==> src/rtl/seq_pattern_serial_gen.sv <==
// Serial pattern transmitter: shifts PATTERN out MSB-first for a programmable number of frames.
// Optional inter-frame idle gap enabled by defining SEQGEN_GAP_EN.
module seq_pattern_serial_gen #(
  parameter int unsigned      PAT_W   = 4,
  parameter logic [PAT_W-1:0] PATTERN = PAT_W'(4'b1011),
  parameter int unsigned      CNT_W   = 4,
  parameter int unsigned      GAP_LEN = 2
) (
  input  logic             clk,
  input  logic             rst_n,
  input  logic             i_start,
  input  logic [CNT_W-1:0] i_rep_cnt,
  input  logic             i_abort,
  output logic             o_seq,
  output logic             o_valid,
  output logic             o_frame_start,
  output logic             o_busy,
  output logic             o_done
);

  localparam int unsigned BIT_W = $clog2(PAT_W);
  localparam logic [BIT_W-1:0] LAST_BIT = BIT_W'(PAT_W - 1);

  localparam logic [1:0] ST_IDLE  = 2'b00;
  localparam logic [1:0] ST_SHIFT = 2'b01;
  localparam logic [1:0] ST_DONE  = 2'b11;
`ifdef SEQGEN_GAP_EN
  localparam logic [1:0] ST_GAP   = 2'b10;
  localparam int unsigned GAP_W = (GAP_LEN > 1) ? $clog2(GAP_LEN) : 1;
  localparam logic [GAP_W-1:0] GAP_LAST = GAP_W'(GAP_LEN - 1);
`endif

  logic [1:0]       state, state_nxt;
  logic [PAT_W-1:0] sreg, sreg_nxt;
  logic [BIT_W-1:0] bit_cnt, bit_cnt_nxt;
  logic [CNT_W-1:0] rep, rep_nxt;
  logic             seq_nxt, valid_nxt, fs_nxt, busy_nxt, done_nxt;
`ifdef SEQGEN_GAP_EN
  logic [GAP_W-1:0] gap_cnt, gap_cnt_nxt;
`endif

  // State, datapath and output registers
  always_ff @(posedge clk) begin
    if (!rst_n) begin
      state         <= ST_IDLE;
      sreg          <= '0;
      bit_cnt       <= '0;
      rep           <= '0;
      o_seq         <= 1'b0;
      o_valid       <= 1'b0;
      o_frame_start <= 1'b0;
      o_busy        <= 1'b0;
      o_done        <= 1'b0;
`ifdef SEQGEN_GAP_EN
      gap_cnt       <= '0;
`endif
    end else begin
      state         <= state_nxt;
      sreg          <= sreg_nxt;
      bit_cnt       <= bit_cnt_nxt;
      rep           <= rep_nxt;
      o_seq         <= seq_nxt;
      o_valid       <= valid_nxt;
      o_frame_start <= fs_nxt;
      o_busy        <= busy_nxt;
      o_done        <= done_nxt;
`ifdef SEQGEN_GAP_EN
      gap_cnt       <= gap_cnt_nxt;
`endif
    end
  end

  // Next-state and next-output logic; outputs reflect the current state one edge later
  always_comb begin
    state_nxt   = state;
    sreg_nxt    = sreg;
    bit_cnt_nxt = bit_cnt;
    rep_nxt     = rep;
    seq_nxt     = 1'b0;
    valid_nxt   = 1'b0;
    fs_nxt      = 1'b0;
    busy_nxt    = 1'b0;
    done_nxt    = 1'b0;
`ifdef SEQGEN_GAP_EN
    gap_cnt_nxt = gap_cnt;
`endif

    case (state)
      ST_IDLE: begin
        if (i_start) begin
          rep_nxt     = (i_rep_cnt == '0) ? CNT_W'(1) : i_rep_cnt;
          sreg_nxt    = PATTERN;
          bit_cnt_nxt = '0;
          state_nxt   = ST_SHIFT;
        end
      end
      ST_SHIFT: begin
        seq_nxt     = sreg[PAT_W-1];
        valid_nxt   = 1'b1;
        busy_nxt    = 1'b1;
        fs_nxt      = (bit_cnt == '0);
        sreg_nxt    = {sreg[PAT_W-2:0], 1'b0};
        bit_cnt_nxt = bit_cnt + BIT_W'(1);
        if (bit_cnt == LAST_BIT) begin
          bit_cnt_nxt = '0;
          rep_nxt     = rep - CNT_W'(1);
          if (rep > CNT_W'(1)) begin
            sreg_nxt = PATTERN;
`ifdef SEQGEN_GAP_EN
            gap_cnt_nxt = '0;
            state_nxt   = ST_GAP;
`else
            state_nxt   = ST_SHIFT;
`endif
          end else begin
            state_nxt = ST_DONE;
          end
        end
      end
`ifdef SEQGEN_GAP_EN
      ST_GAP: begin
        busy_nxt = 1'b1;
        if (gap_cnt == GAP_LAST) begin
          state_nxt = ST_SHIFT;
        end else begin
          gap_cnt_nxt = gap_cnt + GAP_W'(1);
        end
      end
`endif
      ST_DONE: begin
        busy_nxt  = 1'b1;
        done_nxt  = 1'b1;
        state_nxt = ST_IDLE;
      end
      default: begin
        state_nxt = ST_IDLE;
      end
    endcase

    // Abort overrides everything, including a start request seen in IDLE
    if (i_abort) begin
      state_nxt = ST_IDLE;
      seq_nxt   = 1'b0;
      valid_nxt = 1'b0;
      fs_nxt    = 1'b0;
      busy_nxt  = 1'b0;
      done_nxt  = 1'b0;
    end
  end

endmodule

==> config.mk <==
export PLATFORM = sky130hd
export DESIGN_NAME = seq_pattern_serial_gen
export DESIGN_NICKNAME = d
export VERILOG_FILES = /design/src/rtl/seq_pattern_serial_gen.sv
export SDC_FILE = /design/constraint.sdc
export NUM_CORES = 1
export LEC_CHECK = 0
export CAP_MARGIN = 20
export CORE_AREA = 3 3 42 44
export CTS_CLUSTER_DIAMETER = 60
export DETAILED_ROUTE_END_ITERATION = 8
export DIE_AREA = 0 0 45 47
export GPL_TIMING_DRIVEN = 0
export HOLD_SLACK_MARGIN = 0.02
export PLACE_DENSITY = 0.86
export RECOVER_POWER = 25
export SLEW_MARGIN = 20
export SYNTH_ARGS = -nofsm -noshare
export SYNTH_HDL_FRONTEND = slang
export SYNTH_SLANG_ARGS = --single-unit
==> constraint.sdc <==
create_clock -name clk -period 3.9 [get_ports clk]
set_input_delay 0.78 -clock clk [delete_from_list [all_inputs] [get_ports clk]]
set_output_delay 0.78 -clock clk [all_outputs]
set_load 0.01 [all_outputs]
==> impl_metrics.toml <==
[setup_path]
reg2reg_end = "rep[1]"
critPathTopFamily = "buffers and inverters"
crit_fanout = 5
cpPeakStageDelay_ns = 0.59
setup.reg_to_reg.worst_slack_ns = 2.42
worstReg2RegStart = "bit_cnt[1]"
worst_path_buffer_plus_inverter_count = 1
data_required_time_of_the_worst_path_ns = 4.10
timing.critical_path.cells = "dlygate4sd3_1, mux2i_1, or2_4, o311a_1"
reg2regPathDepth = 4
criticalPathCategory = "input pin to flop"
arrival_time_at_the_worst_endpoint_ns = 2.17
crit_path_end_kind = "flop"
cp_slowest_cell = "dlygate4sd3_1"
critPathLaunchType = "input pin"

[run]
drv_cap = 0

[floorplanning]
top_level_pins = 13
fp.dieW_um = 45
floorplan.core_area_um2 = 1470
fp.dieH_um = 47
floorplan.die_area_um2 = 2120
start_util_pct = 52.0
rows = 14

[place]
hpwlAfterDp_um = 1170
pre_cts_ws_ns = 1.68
gp_routability_congestion = 0.814
io_buffers = 11

[clock_tree]
path_clk_slew_ns = 0.10
clock_insertion_delay_worst_skew_ns = 0.30
clock_tree_buffer_depth = 2
clkSinkCount = 17
cts_tree = "yes"
cts_hold_repair.buffers = 0
post-cts-setup-buffer-count = 0
ctsHtreeMaxLevel = 1
cts_root_buf = "clkbuf_4"
cts-buffers-inserted = 3
post_cts_resized = 0

[detailed_routing]
drt-vias-per-instance = 5.80
met2_wirelength_um = 715
wl_met3_um = 63
drc = 0
routed.top_layer = "met4"
drtPass1Iterations = 4
route.layer.met1.wl_um = 706
drt_first_iter_violations = 23
wl_per_cell_um = 13.8
vias = 650
ant_nets = 0
finalWirelength_um = 1540

[hold_path]
hold_path_startpoint = "sreg[2]"
whs_endpoint = "sreg[3]"
holdCritPathClass = "flop to flop"
min_delay_path_depth = 2

[logic_synthesis]
synth_edf_count = 0
synth_fp_nets = 93
synth_ff_type = "dfxtp_1"
synth_area_um2 = 764
yosysUniqueCellTypes = 32
yosysWarnings = 0
async_flop_share_pct = 0
synth.ff_latch_count = 17
synth.yosys.seq_area_share_pct = 44.5
synth_cells = 81
syn-mean-instance-area_um2 = 9.44

[timing]
unrepaired_setup_endpoints_after_global_routing = "false"
max_slew.worst_pin.slew_ns = 0.473
timing.final.setup_violations = 0
drv_slew = 0
hold_viol = 0
fmax_mhz = 506
max_slew_margin_pct = 68.2
timing.final.ws_setup_ns = 1.92
fin_tns_setup_ns = 0
worst_clock_skew_ns = 0.00650
final.min_clock_period_ns = 1.98
min_hold_slack_ns = 0.474
post-route-period-util_pct = 50.7

[global_routing]
grtUsageTotal_pct = 16.6
antenna_found_initial = 0
global_route.overflow_total = 0
grt_start_max_net_pins = 11
vias_in_the_first_global_route = 615
grt_pass1_wl_um = 2540

[cells_and_area]
fin_util_pct = 62.6
final_layout_size_suffix_gt1_share_pct = 10.4
fin_nets = 109
antenna-diode-count = 0
areaGrowthSynthToFinish_pct = 20.5
mostFrequentLayoutCells = "dfxtp_1 (17), inv_1 (9), clkdlybuf4s50_1 (9)"
final_common_cell = "dfxtp_1"

[pwr]
total_leakage_power_nw = 0.373
p_per_area_nw_per_um2 = 356
post-layout-total-power_mw = 0.328
vdd_ir_drop_max_mv = 0.191

[outcome]
outcome = "finished, final reports clean"
==> stage by stage <==
step	std cells	area (um^2)
final	112	921
after global routing	112	921
after CTS	112	921
after detailed placement	108	895
after global placement	108	895
after floorplan	81	764
==> worst register-to-register path, stage by stage (launching register included) <==
cell	delay, ns
dfxtp_1	0.36
ha_1	0.22
mux2i_1	0.16
or2_4	0.28
o311a_1	0.35
==> registers in the layout (all words and copies together), names as in the netlist <==
signal	cells
rep	4
sreg	4
bit_cnt	2
state	2
o_busy	1
o_done	1
o_frame_start	1
o_seq	1
o_valid	1
==> layout make-up <==
cell class | count | area [um^2]
Sequential cell | 17 | 340
Fill cell | 120 | 551
Clock buffer | 4 | 26.3
Inverter | 9 | 33.8
Multi-Input combinational cell | 51 | 365
Tap cell | 16 | 20.0
Timing Repair Buffer | 11 | 110
Buffer | 4 | 25.0
==> report_power, final <==
part           total (mW)  internal, mW  leakage (nW)  switching (mW)
Sequential          0.188         0.182         0.139         0.00578
Combinational      0.0448        0.0226         0.219          0.0222
Clock              0.0953        0.0399        0.0150          0.0554
Total               0.328         0.244         0.373          0.0834
==> how the worst max path moves through the flow <==
| stage | startpoint | to | slack (ns) | cells after the start |
|---|---|---|---|---|
| after CTS | o_seq | o_seq | 1.93 | 1 |
| after global routing | i_start | rep[1] | 1.86 | 4 |
| final | i_start | rep[1] | 1.92 | 4 |
| after global placement | i_start | rep[1] | 1.67 | 4 |
| after detailed placement | i_start | rep[1] | 1.68 | 4 |
| after floorplan | i_start | rep[1] | 2.33 | 3 |
==> per-layer routing <==
| metal | GRT usage, % | vias to the layer above |
|---|---|---|
| met3 | 2.68 | 5 |
| met2 | 27.1 | 20 |
| li1 | - | 324 |
| met1 | 20.0 | 301 |
| met4 | 11.1 | 0 |
| met5 | 0 | - |
==> kinds of logic after synthesis <==
group / count (synthesis) / share of synthesized area, %
flops: 17 / 44.5
fa+ha+maj: 4 / 6.55
compound gates: 19 / 18.7
simple gates: 25 / 18.7
buf+inv: 13 / 7.69
mux: 2 / 2.78
xor+xnor: 1 / 1.15
==> cells in the mapped netlist, types with 2 or more instances <==
cell type,n,share of area (%)
ha_1,4,6.5
a31oi_1,3,2.5
nor2_1,2,0.98
nor3_1,7,4.6
o31ai_1,2,2.0
and3_1,4,3.3
nand4_1,2,1.6
inv_1,9,4.4
o21ai_0,5,3.3
buf_2,2,1.3
nor2b_1,4,3.3
dfxtp_1,17,45
No activity file was read; power rests on OpenSTA's default activity.
